==> src/rtl/crc8_frame_tx_ctrl.sv <==
// Transmit-side frame sequencer in front of crc8_encoder.
// Payload bytes pass straight through to the link while being fed to the
// encoder. At end of frame (s_last, or truncation at MAX_LEN) the encoder's
// CRC byte is appended as the final link byte, then the encoder is cleared.
module crc8_frame_tx_ctrl #(
  parameter int unsigned MAX_LEN = 64,
  parameter int unsigned FCNT_W  = 16
) (
  input  logic              clk,
  input  logic              rst,
  input  logic [7:0]        s_data,
  input  logic              s_valid,
  input  logic              s_last,
  output logic              s_ready,
  output logic [7:0]        m_data,
  output logic              m_valid,
  output logic              m_last,
  input  logic              m_ready,
  output logic              eng_rst,
  output logic [7:0]        eng_data,
  output logic              eng_valid,
  input  logic [7:0]        eng_crc,
  output logic              len_err,
  output logic [FCNT_W-1:0] frame_cnt,
  output logic              busy
);

  typedef enum logic [2:0] {
    IDLE     = 3'd0,
    DATA     = 3'd1,
    WAIT_CRC = 3'd2,
    SEND_CRC = 3'd3,
    CLEAR    = 3'd4
  } state_t;

  // len_cnt counts bytes already accepted in the current frame; the byte
  // that would make the count reach MAX_LEN closes the frame.
  localparam logic [7:0] LAST_IDX = 8'(MAX_LEN - 1);

  state_t     state, next_state;
  logic [7:0] len_cnt;
  logic [7:0] crc_q;
  logic       at_limit;
  logic       frame_done;
  logic       truncate;

  assign at_limit = (len_cnt == LAST_IDX);

  // State register.
  // NOTE: sequential state uses non-blocking (<=) so every flop samples pre-edge values.
  always_ff @(posedge clk or posedge rst) begin
    if (rst) state <= IDLE;
    else     state <= next_state;
  end

  // Next-state and datapath steering; pass-through in IDLE/DATA, CRC insertion otherwise.
  // NOTE: every output gets a default first so no path leaves a latch behind.
  always_comb begin
    next_state = state;
    s_ready    = 1'b0;
    m_valid    = 1'b0;
    m_data     = s_data;
    m_last     = 1'b0;
    eng_data   = s_data;
    eng_valid  = 1'b0;
    frame_done = 1'b0;
    truncate   = 1'b0;
    case (state)
      IDLE, DATA: begin
        s_ready   = m_ready;
        m_valid   = s_valid;
        eng_valid = s_valid && m_ready;
        if (s_valid && m_ready) begin
          frame_done = s_last || at_limit;
          truncate   = at_limit && !s_last;
          next_state = frame_done ? WAIT_CRC : DATA;
        end
      end
      WAIT_CRC: next_state = SEND_CRC;
      SEND_CRC: begin
        m_data  = crc_q;
        m_valid = 1'b1;
        m_last  = 1'b1;
        if (m_ready) next_state = CLEAR;
      end
      CLEAR:    next_state = IDLE;
      default:  next_state = IDLE;
    endcase
  end

  // Frame length, truncation pulse, captured CRC and completed-frame count.
  always_ff @(posedge clk or posedge rst) begin
    if (rst) begin
      len_cnt   <= '0;
      len_err   <= 1'b0;
      crc_q     <= '0;
      frame_cnt <= '0;
    end else begin
      len_err <= truncate;
      if (s_valid && s_ready) begin
        len_cnt <= frame_done ? 8'd0 : len_cnt + 8'd1;
      end
      // eng_crc already includes the last payload byte by the WAIT_CRC cycle.
      if (state == WAIT_CRC) crc_q <= eng_crc;
      if (state == CLEAR)    frame_cnt <= frame_cnt + 1'b1;
    end
  end

  // Encoder is held in reset during system reset and cleared once per frame.
  assign eng_rst = rst || (state == CLEAR);
  assign busy    = (state != IDLE);

endmodule

==> config.mk <==
export PLATFORM = sky130hd
export DESIGN_NAME = crc8_frame_tx_ctrl
export DESIGN_NICKNAME = d
export VERILOG_FILES = /design/src/rtl/crc8_frame_tx_ctrl.sv
export SDC_FILE = /design/constraint.sdc
export NUM_CORES = 1
export LEC_CHECK = 0
export ABC_AREA = 1
export CORE_ASPECT_RATIO = 0.9
export CORE_MARGIN = 2
export CORE_UTILIZATION = 45
export CTS_BUF_LIST = sky130_fd_sc_hd__clkbuf_2 sky130_fd_sc_hd__clkbuf_4 sky130_fd_sc_hd__clkbuf_8
export DETAILED_ROUTE_END_ITERATION = 8
export PLACE_DENSITY_LB_ADDON = 0.12
export SLEW_MARGIN = 20
export SYNTH_ARGS = -nofsm -noshare
export SYNTH_HDL_FRONTEND = slang
export SYNTH_SLANG_ARGS = --single-unit
export TNS_END_PERCENT = 100
==> constraint.sdc <==
create_clock -name clk -period 2.49 [get_ports clk]
set_input_delay 0.498 -clock clk [delete_from_list [all_inputs] [get_ports clk]]
set_output_delay 0.498 -clock clk [all_outputs]
set_load 0.02 [all_outputs]
==> results_tabular.tex <==
\begin{tabular}{lr}
\hline
Metric & Value \\
\hline
\multicolumn{2}{l}{\textbf{Synth}} \\
\quad Number of warning messages in the yosys log & 0 \\
\quad Most area-hungry cell type in the Yosys netlist & sky130\_fd\_sc\_hd\_\_dfrtp\_1 \\
\quad Most common cell in the synthesized netlist & sky130\_fd\_sc\_hd\_\_nand2\_1 \\
\quad Number of flops mapped to enable cells by yosys & 0 \\
\quad Most used flip-flop cell after synthesis & sky130\_fd\_sc\_hd\_\_dfrtp\_1 \\
\quad Proportion of synthesized flip-flops having asynchronous set or reset & 1.00 \\
\quad Synthesized area per cell & 7.89 um\^{}2 \\
\quad Synthesized cell area & between 0.002 and 0.0025 mm\^{}2 \\
\quad Net count of the mapped netlist & 280 \\
\quad Yosys reg bits & 36 \\
\quad Post-Synthesis Cells & between 200 and 300 \\
\quad Synth top area cells & sky130\_fd\_sc\_hd\_\_dfrtp\_1 (44\%), sky130\_fd\_sc\_hd\_\_nand2\_1 (15\%), sky130\_fd\_sc\_hd\_\_inv\_1 (7.2\%) \\
\quad Area share of the largest cell type after synthesis & 0.444 \\
\quad Cell variety after synth & 30 \\
\quad Most frequent cells after synthesis & sky130\_fd\_sc\_hd\_\_nand2\_1 (83), sky130\_fd\_sc\_hd\_\_inv\_1 (39), sky130\_fd\_sc\_hd\_\_dfrtp\_1 (36) \\
\quad Part of the Yosys area used for sequential elements & 0.444 \\
\multicolumn{2}{l}{\textbf{Timing}} \\
\quad Count of endpoints failing setup in the final report & 0 \\
\quad Time the worst path needs with I/O delays and setup & 2360 ps \\
\quad Final worst-path cycle share & 0.949 \\
\quad Normalized max-slew margin & 0.692 \\
\quad Setup clock skew after layout & roughly 4.5 ps \\
\quad RSZ-0062 raised after global routing & no \\
\quad Setup ws final & 126 ps \\
\quad Total Negative Setup Slacks & 0 ps \\
\quad Number of max-slew violations in the final report & 0 \\
\quad Number of hold-slack violations in the final timing report & 0 \\
\quad Fmax & between 400 and 500 MHz \\
\quad Worst-margin pin slew & $\sim$460 ps \\
\multicolumn{2}{l}{\textbf{Hold path}} \\
\quad Worst hold path class & flip-flop to flip-flop \\
\quad Instance count along the most critical hold path & 2 \\
\quad Critical hold path startpoint & crc\_q[1] \\
\quad Worst hold path endpoint & crc\_q[1] \\
\multicolumn{2}{l}{\textbf{Clock network}} \\
\quad Number of levels the H-tree was split into & 2 \\
\quad Clock Path Buffers & 2 \\
\quad Clock latency reported for the late side of the worst-skew pair & 290 ps \\
\quad Number of sinks handled by clock tree synthesis & 36 \\
\quad Clk pin slew, worst setup/hold paths & 70 ps \\
\quad TritonCTS buffer count & 5 \\
\quad CTS tree & done \\
\quad Buffer type at the clock tree root & sky130\_fd\_sc\_hd\_\_clkbuf\_8 \\
\multicolumn{2}{l}{\textbf{Finish}} \\
\quad Number of antenna diodes & 0 \\
\quad Proportion of layout cells with a drive suffix above 1 & 0.106 \\
\quad Fin util & 0.630 \\
\quad Filler Cells Inserted & 387 \\
\quad Layout net count & 342 \\
\quad Layout Area Growth over Synthesis & 36.8\% \\
\multicolumn{2}{l}{\textbf{Global routing}} \\
\quad Via count of the first global-routing pass & 1477 \\
\quad Initial antenna violation count & 0 \\
\quad Largest net degree at the start of global routing & 37 \\
\quad First-pass GRT wire length & 6.90 mm \\
\quad Gr ovfl total & 0 \\
\quad Total GRT Usage & 0.181 \\
\multicolumn{2}{l}{\textbf{Pwr}} \\
\quad VDD IR-drop max & between 0.4 and 0.5 mV \\
\quad Leakage dissipation & 1.44 nW \\
\quad Total power density per cell area & 805 mW/mm\^{}2 \\
\multicolumn{2}{l}{\textbf{Flow run}} \\
\quad Number of maximum-capacitance constraint violations & 0 \\
\multicolumn{2}{l}{\textbf{Critical path}} \\
\quad Required time of the critical path & 1990 ps \\
\quad Crit path max fanout & 10 \\
\quad Category of the most critical setup path & flip-flop to output port \\
\quad Arrival time reported for the critical path endpoint & roughly 1900 ps \\
\quad Reg2reg end & len\_cnt[1] \\
\quad R2R depth & 8 \\
\quad Reg-to-reg setup timing slack & around 950 ps \\
\quad Category of the worst setup path launch point & flip-flop \\
\quad Crit path capture type & output port \\
\quad Startpoint of the lowest-slack register-to-register path & len\_cnt[0] \\
\multicolumn{2}{l}{\textbf{Drt}} \\
\quad Final routed wire length divided by cell count & roughly 11 um \\
\quad DRC marker count from the first detailed-route iteration & 85 \\
\quad First-pass DRT Iterations & 4 \\
\quad DRC viols & 0 \\
\quad Drt via density & 4.51 \\
\quad Number of vias after detailed routing & 1723 \\
\quad Antenna viol nets, final & 0 \\
\quad Total Routed Length & 4.23 mm \\
\multicolumn{2}{l}{\textbf{Floorplan}} \\
\quad Number of top-level pins & 60 \\
\quad Core region area & $\sim$0.0044 mm\^{}2 \\
\quad Cell row count & 23 \\
\quad DIE WIDTH & 74.8 um \\
\quad Initial Utilization & 0.461 \\
\quad DIE AREA & 0.00506 mm\^{}2 \\
\quad Die Span Y & between 60 and 70 um \\
\multicolumn{2}{l}{\textbf{Placement}} \\
\quad Post-placement setup slack & 40.6 ps \\
\quad Final estimated routing congestion in global placement & 0.777 \\
\quad \# port buffers & 59 \\
\quad Sum of net half-perimeters after detailed placement & 3.07 mm \\
\multicolumn{2}{l}{\textbf{Status}} \\
\quad Status & completed \\
\hline
\end{tabular}
## worst max-delay path by stage
| stage | cells past startpoint | from | endpoint |
|---|---|---|---|
| floorplan | 2 | rst | eng_rst |
| global placement | 6 | m_ready | eng_valid |
| detailed placement | 6 | m_ready | eng_valid |
| CTS | 5 | state[1] | m_data[7] |
| global route | 6 | state[1] | m_data[0] |
| finish | 5 | state[1] | m_valid |
## cell type report
cell class	instances	area (um^2)	area share
tap	62	77.6	0.0280
multi-input combinational	169	890	0.321
timing repair buffer	66	651	0.235
inverter	41	158	0.0568
clock buffer	7	90.1	0.0325
sequential	36	901	0.325
clock inverter	1	7.51	0.00271
## cells in the final DEF (no fill, tap or decap), drive strengths merged
cell,n
buf,7
ha,2
nand4,6
nor3,4
o21ai,9
xnor2,6
nand3,20
nand3b,1
nand2,86
mux2,1
and2,1
clkinvlp,2
nor2,25
clkdlybuf4s50,56
clkbuf,7
a21oi,1
xor2,4
dlymetal6s2s,3
inv,40
a21boi,1
dfrtp,36
o21bai,2
## stage by stage
step                instance area, um^2  std cells  hold slack, ps  total power [mW]
detailed placement                 2660        373             465              1.79
finish                             2770        382             476              2.23
global placement                   2660        373             456              1.78
global route                       2770        382             503              2.41
floorplan                          2030        257             442              1.42
CTS                                2760        381             483              2.26
## where the power goes
group	switching (mW)	internal, mW
Combinational	0.551	0.420
Clock	0.214	0.236
Sequential	0.0967	0.716
## per-layer routing
metal,part of all wire,wire length (um),up-vias,global-route usage
met5,0,0,-,0
met4,0.013,57,0,0.0603
met3,0.076,322,7,0.0537
met2,0.42,1800,50,0.265
met1,0.49,2050,761,0.256
li1,-,-,905,-
## cell families (layout without fill, tap and decap cells)
kind of cell | Yosys count | after routing | synth area share
adders and majority gates | 2 | 2 | 0.0123
and+or+nand+nor | 143 | 143 | 0.338
AOI/OAI and AO/OA | 13 | 13 | 0.0395
xor gates and xnor gates | 10 | 10 | 0.0432
DFF | 36 | 36 | 0.444
muxes | 1 | 1 | 0.00555
buffers and inverters | 52 | 115 | 0.117
## flip-flops by register name, indices dropped and copies added, names as in the netlist
register / count
crc_q: 8
len_err: 1
len_cnt: 8
frame_cnt: 16
state: 3
## repair_timing
item	4_1_cts	5_1_grt
hold endpoints to repair	0	0
gates resized for setup	1	3
hold buffers	0	0
setup endpoints to repair	1	5
buffers inserted	0	1
## critical path: stages, from the launching register on
cell and delay, ps:
sky130_fd_sc_hd__dfrtp_1 430, sky130_fd_sc_hd__nand2_1 130, sky130_fd_sc_hd__nor2_4 130, sky130_fd_sc_hd__clkinvlp_4 200
sky130_fd_sc_hd__nand2_1 100, sky130_fd_sc_hd__clkdlybuf4s50_1 600
Note: power is estimated with default switching activity, not from simulation.
